**src/rtl/coco_reset_pkg.sv**
```systemverilog
// Shared types and constants for the dragoncoco reset sequencer.
//   seq_state_t : sequencer state encoding, also exported on seq_state
//   CAUSE_*     : bit positions inside reset_cause
package coco_reset_pkg;

    typedef enum logic [2:0] {
        POR      = 3'd0,
        HARD     = 3'd1,
        WAIT_ROM = 3'd2,
        SOFT     = 3'd3,
        RUN      = 3'd4
    } seq_state_t;

    localparam int unsigned CAUSE_W    = 4;
    localparam int unsigned CAUSE_POR  = 0;
    localparam int unsigned CAUSE_HREQ = 1;
    localparam int unsigned CAUSE_DL   = 2;
    localparam int unsigned CAUSE_CFG  = 3;

endpackage

```
**src/rtl/coco_edge_detect.sv**
```systemverilog
// Registers a W-bit input every cycle and flags changes against that copy.
//   clk, reset_n : clock, asynchronous active-low reset (copy clears to 0)
//   d            : input vector
//   change_c     : any bit of d differs from its registered copy (combinational)
//   fall_c       : per-bit falling edge, copy=1 and d=0 (combinational)
module coco_edge_detect #(
    parameter int unsigned W = 1
) (
    input  logic         clk,
    input  logic         reset_n,
    input  logic [W-1:0] d,
    output logic         change_c,
    output logic [W-1:0] fall_c
);

    logic [W-1:0] d_q;

    // Previous-cycle copy of the input
    always_ff @(posedge clk or negedge reset_n) begin
        if (!reset_n) begin
            d_q <= '0;
        end else begin
            d_q <= d;
        end
    end

    assign change_c = (d != d_q);
    assign fall_c   = d_q & ~d;

endmodule

```
**src/rtl/coco_reset_sequencer.sv**
```systemverilog
// Reset sequencer between the MiST top level and the dragoncoco core. Orders PLL
// lock, OSD/button requests, ROM download and watched config bits into a stretched
// hard_reset followed by a minimum-width core reset.
//   clk, reset_n    : 57.272 MHz clock, asynchronous active-low reset
//   pll_locked      : low forces POR on the next edge
//   cfg             : watched config bits, any toggle is a hard trigger
//   hard_req        : OSD hard reset | cartridge remove (level)
//   soft_req        : OSD reset | board button (level)
//   ioctl_download  : data_io download active, also a hard trigger
//   hard_reset      : registered hard reset to the core
//   reset           : registered core reset, active high
//   rom_loaded      : sticky, first download has completed
//   seq_state       : current sequencer state
//   reset_cause     : {CFG,DL,HREQ,POR} of the current/last hard reset
// Optional feature: define RESET_CAUSE_EN to build the reset_cause registers;
// without it reset_cause reads 4'b0000.
module coco_reset_sequencer
    import coco_reset_pkg::*;
#(
    parameter int unsigned NUM_CFG     = 2,
    parameter int unsigned HARD_CNT_W  = 16,
    parameter int unsigned HARD_HOLD   = 16'hFFFF,
    parameter int unsigned SOFT_MIN    = 16,
    parameter bit          REQUIRE_ROM = 1'b1
) (
    input  logic               clk,
    input  logic               reset_n,
    input  logic               pll_locked,
    input  logic [NUM_CFG-1:0] cfg,
    input  logic               hard_req,
    input  logic               soft_req,
    input  logic               ioctl_download,
    output logic               hard_reset,
    output logic               reset,
    output logic               rom_loaded,
    output seq_state_t         seq_state,
    output logic [3:0]         reset_cause
);

    localparam int unsigned SOFT_W = $clog2(SOFT_MIN + 1);
    localparam logic [HARD_CNT_W-1:0] HOLD_INIT   = HARD_CNT_W'(HARD_HOLD);
    // Entry into SOFT counts the entry edge itself; a held soft_req restarts the
    // full SOFT_MIN window from the first edge that sees it low.
    localparam logic [SOFT_W-1:0]     SOFT_INIT   = SOFT_W'(SOFT_MIN - 1);
    localparam logic [SOFT_W-1:0]     SOFT_RELOAD = SOFT_W'(SOFT_MIN);

    // Parameter sanity checks at elaboration
    if ((64'(HARD_HOLD) >> HARD_CNT_W) != 64'd0) begin : g_hold_chk
        $error("HARD_HOLD does not fit in HARD_CNT_W bits");
    end
    if (SOFT_MIN < 1) begin : g_soft_chk
        $error("SOFT_MIN must be at least 1");
    end

    seq_state_t              state_q, state_d;
    logic [HARD_CNT_W-1:0]   hcnt_q, hcnt_d;
    logic [SOFT_W-1:0]       scnt_q, scnt_d;
    logic                    cfg_primed;
    logic                    cfg_change;
    logic [NUM_CFG-1:0]      cfg_fall;
    logic                    dl_change;
    logic                    dl_fall;
    logic                    cfg_trig;
    logic                    hard_trig;

    coco_edge_detect #(.W(NUM_CFG)) u_cfg_edge (
        .clk      (clk),
        .reset_n  (reset_n),
        .d        (cfg),
        .change_c (cfg_change),
        .fall_c   (cfg_fall)
    );

    coco_edge_detect #(.W(1)) u_dl_edge (
        .clk      (clk),
        .reset_n  (reset_n),
        .d        (ioctl_download),
        .change_c (dl_change),
        .fall_c   (dl_fall)
    );

    logic unused_edge;
    assign unused_edge = ^{cfg_fall, dl_change};

    // cfg_q is garbage until the first edge out of POR, so ignore changes until then
    assign cfg_trig  = cfg_primed & cfg_change;
    assign hard_trig = hard_req | ioctl_download | cfg_trig;

    // Next state and counters; lock loss beats hard trigger beats soft_req
    always_comb begin
        state_d = state_q;
        hcnt_d  = hcnt_q;
        scnt_d  = scnt_q;
        if (!pll_locked) begin
            state_d = POR;
            hcnt_d  = '0;
            scnt_d  = '0;
        end else begin
            case (state_q)
                POR: begin
                    state_d = HARD;
                    hcnt_d  = HOLD_INIT;
                end
                HARD: begin
                    if (hard_trig) begin
                        hcnt_d = HOLD_INIT;
                    end else if (hcnt_q != '0) begin
                        hcnt_d = hcnt_q - HARD_CNT_W'(1);
                    end else if (rom_loaded || !REQUIRE_ROM) begin
                        state_d = SOFT;
                        scnt_d  = SOFT_INIT;
                    end else begin
                        state_d = WAIT_ROM;
                    end
                end
                WAIT_ROM: begin
                    if (hard_trig) begin
                        state_d = HARD;
                        hcnt_d  = HOLD_INIT;
                    end else if (rom_loaded) begin
                        state_d = SOFT;
                        scnt_d  = SOFT_INIT;
                    end
                end
                SOFT: begin
                    if (hard_trig) begin
                        state_d = HARD;
                        hcnt_d  = HOLD_INIT;
                    end else if (soft_req) begin
                        scnt_d = SOFT_RELOAD;
                    end else if (scnt_q != '0) begin
                        scnt_d = scnt_q - SOFT_W'(1);
                    end else begin
                        state_d = RUN;
                    end
                end
                RUN: begin
                    if (hard_trig) begin
                        state_d = HARD;
                        hcnt_d  = HOLD_INIT;
                    end else if (soft_req) begin
                        state_d = SOFT;
                        scnt_d  = SOFT_INIT;
                    end
                end
                default: begin
                    state_d = POR;
                end
            endcase
        end
    end

    // State, counters and registered decodes of the next state
    always_ff @(posedge clk or negedge reset_n) begin
        if (!reset_n) begin
            state_q    <= POR;
            hcnt_q     <= '0;
            scnt_q     <= '0;
            hard_reset <= 1'b1;
            reset      <= 1'b1;
            rom_loaded <= 1'b0;
            cfg_primed <= 1'b0;
        end else begin
            state_q    <= state_d;
            hcnt_q     <= hcnt_d;
            scnt_q     <= scnt_d;
            hard_reset <= (state_d == POR) || (state_d == HARD);
            reset      <= (state_d != RUN);
            // SDRAM is re-initialised on lock loss, so the ROM image is gone too
            rom_loaded <= pll_locked && (rom_loaded || ((state_q != POR) && dl_fall));
            cfg_primed <= pll_locked && (state_q != POR);
        end
    end

    assign seq_state = state_q;

`ifdef RESET_CAUSE_EN
    logic [CAUSE_W-1:0] cause_src;
    logic [CAUSE_W-1:0] cause_q;

    // Trigger sources seen this cycle
    always_comb begin
        cause_src             = '0;
        cause_src[CAUSE_HREQ] = hard_req;
        cause_src[CAUSE_DL]   = ioctl_download;
        cause_src[CAUSE_CFG]  = cfg_trig;
    end

    // A fresh hard reset from SOFT/RUN restarts the record; the first download out
    // of WAIT_ROM is still part of power-up, so the POR bit is kept there.
    always_ff @(posedge clk or negedge reset_n) begin
        if (!reset_n) begin
            cause_q <= CAUSE_W'(1) << CAUSE_POR;
        end else if (state_d == POR) begin
            cause_q <= CAUSE_W'(1) << CAUSE_POR;
        end else if ((state_d == HARD) && ((state_q == SOFT) || (state_q == RUN))) begin
            cause_q <= cause_src;
        end else if ((state_q == POR) || (state_q == HARD) || (state_d == HARD)) begin
            cause_q <= cause_q | cause_src;
        end
    end

    assign reset_cause = cause_q;
`else
    assign reset_cause = 4'b0000;
`endif

endmodule

```
**config.mk**
```make
export PLATFORM = sky130hd
export DESIGN_NAME = coco_reset_sequencer
export DESIGN_NICKNAME = d
export VERILOG_FILES = /design/src/rtl/coco_reset_pkg.sv /design/src/rtl/coco_edge_detect.sv /design/src/rtl/coco_reset_sequencer.sv
export SDC_FILE = /design/constraint.sdc
export NUM_CORES = 1
export LEC_CHECK = 0
export CAP_MARGIN = 20
export CORE_MARGIN = 2
export CORE_UTILIZATION = 45
export CTS_BUF_LIST = sky130_fd_sc_hd__clkbuf_16
export DETAILED_ROUTE_END_ITERATION = 7
export PLACE_DENSITY = 0.65
export SYNTH_ARGS = -nofsm -noshare
export SYNTH_HDL_FRONTEND = slang
export SYNTH_SLANG_ARGS = --single-unit
```
**constraint.sdc**
```tcl
create_clock -name clk -period 2.35 [get_ports clk]
set_clock_uncertainty 0.05 [all_clocks]
set_input_delay 0.5875 -clock clk [delete_from_list [all_inputs] [get_ports clk]]
set_output_delay 0.5875 -clock clk [all_outputs]
set_load 0.005 [all_outputs]
```
==> qor.csv <==
metric;value;unit
crit share post-route;1.06;
HP Start;u_dl_edge.d_q;
Slew @ Worst Pin;0.587;ns
cell family with most CP delay;simple AND/OR/NAND/NOR gates;
CTS H-tree depth;2;
drt total wl;5.01;mm
start of the worst register-to-register path;hcnt_q[13];
I/O pin count;18;
post-synthesis cell area;1940;µm²
gpl congestion;0.872;
critical-path cell list;or4_4 -> or3_4 -> or2_4 -> o31a_4 -> buf_6 -> o2111ai_4 -> o221ai_2;
maximum number of pins on one net before global-route repair;32;
synth warn;0;
Global Route Usage Sum;0.221;
# rows;23;
reg2reg path depth;7;
Worst Hold Depth;1;
Setup Viol. Count Final;22;
ys async rst share;1.00;
violated checks;negative setup slack;
Synth top cells by count;31 x nand2_1, 29 x dfrtp_1, 25 x o211ai_1;
Buffers on Ports;13;
cts bufs inserted;5;
largest cells by area after synthesis;dfrtp_1 37%, o211ai_1 9.7%, nand2_1 6.0%, o21ai_0 3.6%, dfstp_2 2.7%;
n_diodes;0;
CTS hold repair buffers;0;
DR WL/cell;15.5;µm
cell taking the most area after synthesis;dfrtp_1;
Max Freq;403;MHz
status;finished with violations;
Detail Placement HPWL;3.42;mm
CP Buf/Inv Count;1;
vias in the first global route;1813;
post-synthesis register bit count;31;
Syn Inst Count;219;
first-pass GRT wire length;8.61;mm
Max stage delay on crit path;0.54;ns
Net Sw Power;540;µW
initial antenna violation count;0;
clock root buffer;clkbuf_16;
pre-CTS setup slack;-0.325;ns
WP data required;2.44;ns
CTS tree;done;
CORE AREA;4090;µm²
reg2reg end;hcnt_q[2];
Final Max Slew Viols;0;
most frequent cell after synthesis;nand2_1;
ratio of cells with drive above 1 in the final layout;0.266;
die span in x;69.7;µm
Int Power;1360;µW
Initial Util;0.476;
final hold violations;0;
Setup Crit Path Kind;reg -> reg;
P_leak;0.00111;µW
RSZ-0062 raised after global routing;yes;
Worst Hold Class;reg -> reg;
end of the worst hold path;rom_loaded;
min Tclk post-route;2.48;ns
Max VDD drop;0.404;mV
Seq pwr share;0.356;
Die H;69.7;µm
Layout area overhead;39.0;%
clock power share;0.380;
Initial DRT Pass Iterations;4;
Via density;5.75;
Clock Latency Late Sink;0.28;ns
crit path max fanout;4;
post-synth cell types;47;
Congestion Overflow GR;0;
final worst slack;-0.131;ns
Hold WS;0.457;ns
combinational share of power;0.264;
DR vias;1862;
Bufs on Longest Clock Path;2;
# DRC;0;
EDFF count, synth;0;
Clock Pin Slew Worst Setup and Hold Paths;0.05;ns
Power per Cell Area;705;nW/µm²
Worst Setup Start Kind;register;
Seq/Total Area, Yosys;0.401;
Routed Antenna Nets;0;
Slowest cell on crit path;or4_4;
syn_area_per_cell;8.87;µm²
Critical Path End Type;register;
ys flop type;dfrtp_1;
reg-to-reg slack, setup;-0.13;ns
Sink Count;31;
die area;4860;µm²
final layout net count;284;
maximum capacitance violations;0;
Sw Ratio;0.284;
post-synth top area share;0.373;
DRT iter0 DRCs;115;
WP data arrival;2.57;ns
Rel. slew slack;0.605;
## flip-flops by register name (all words and copies together), names as in the netlist
register / cells
scnt_q: 5
u_cfg_edge.d_q: 2
hard_reset: 1
rom_loaded: 1
reset: 1
hcnt_q: 16
u_dl_edge.d_q: 1
seq_state: 3
cfg_primed: 1
## power groups by stage
stage	combinational, µW	clock [µW]	sequential [µW]
after floorplan	240	0	686
after global placement	451	0	683
after detailed placement	457	0	682
after CTS	485	736	676
after global routing	552	764	688
final	503	725	677
## cells by family (layout without fill, tap and decap cells)
kind of cell,count (synthesis),after routing,synth area share
adders and majority gates,3,3,0.0193
DFF,31,31,0.401
muxes,1,1,0.00515
other,1,4,0.00193
xor gates and xnor gates,2,2,0.00902
AOI/OAI and AO/OA,82,82,0.321
and+or+nand+nor,73,73,0.180
buffers and inverters,26,78,0.0631
## layout make-up
class	count	area (µm²)
inverters	11	41.3
repair buffers	59	524
well taps	50	62.6
fillers	344	1390
multi-input cells	165	1130
clock inverters	3	38.8
flip-flops and latches	31	778
clock buffers	5	125
## routing by layer
layer  up-vias  global-route usage  share of wire
met4         0              0.0855          0.020
met3         9              0.0509          0.034
met1       893               0.290           0.46
li1        923                   -              -
met2        37               0.356           0.49
met5         -                   0              0
## repair_timing
action                                  CTS  global route
setup buffers                             2             0
resized for setup                        10             4
endpoints found under the setup margin   22            22
pin swaps                                13             7
## worst register-to-register path, cell delays in order (launching register included)
cell	delay, ns
dfrtp_1	0.38
or4_4	0.54
or3_4	0.35
or2_4	0.26
o31a_4	0.33
buf_6	0.14
o2111ai_4	0.19
o221ai_2	0.11
## worst max-delay path by stage
stage               start         end  slack (ns)  cells past startpoint
2_1_floorplan  hcnt_q[11]   scnt_q[2]       -0.11                      6
3_3_place_gp       cfg[1]  hcnt_q[11]       -0.32                      8
3_5_place_dp       cfg[1]   hcnt_q[7]       -0.33                      8
4_1_cts        hcnt_q[13]   hcnt_q[8]       -0.12                      7
5_1_grt        hcnt_q[13]   scnt_q[4]       -0.20                      7
6_report       hcnt_q[13]   hcnt_q[2]       -0.13                      7
## metrics by stage
stage          cells  setup TNS, ns  power [µW]  cell area, µm²   util
2_1_floorplan    222          -1.39         926            1970      -
3_3_place_gp     314          -6.09        1130            2440  0.598
3_5_place_dp     314          -6.33        1140            2440  0.598
4_1_cts          324          -2.00        1900            2670  0.654
5_1_grt          324          -3.68        2000            2700  0.661
6_report         324          -2.09        1900            2700  0.661
## placed cells by master (no fill, tap or decap), types with 2 or more instances in the layout
cell type	Yosys	layout
buf_4	4	40
nand2_1	31	31
dfrtp_1	29	29
o211ai_1	25	25
clkdlybuf4s50_1	0	13
nor2_1	12	12
o21ai_0	14	12
inv_1	11	11
a21oi_1	9	7
nand3_1	5	5
o31ai_1	5	5
clkbuf_16	0	5
nor3_1	4	4
o21a_1	4	4
conb_1	1	4
a32o_1	3	3
o211a_1	3	3
ha_1	3	3
buf_12	0	3
buf_6	1	3
xor2_1	2	2
nand2b_1	2	2
and3_1	2	2
nor2b_1	2	2
and2_1	2	2
a21oi_2	0	2
o22ai_1	3	2
o21ai_1	0	2
or3_1	3	2
o2111ai_2	0	2
o221ai_2	0	2
dfstp_2	2	2
No activity file was read; power rests on OpenSTA's default activity.
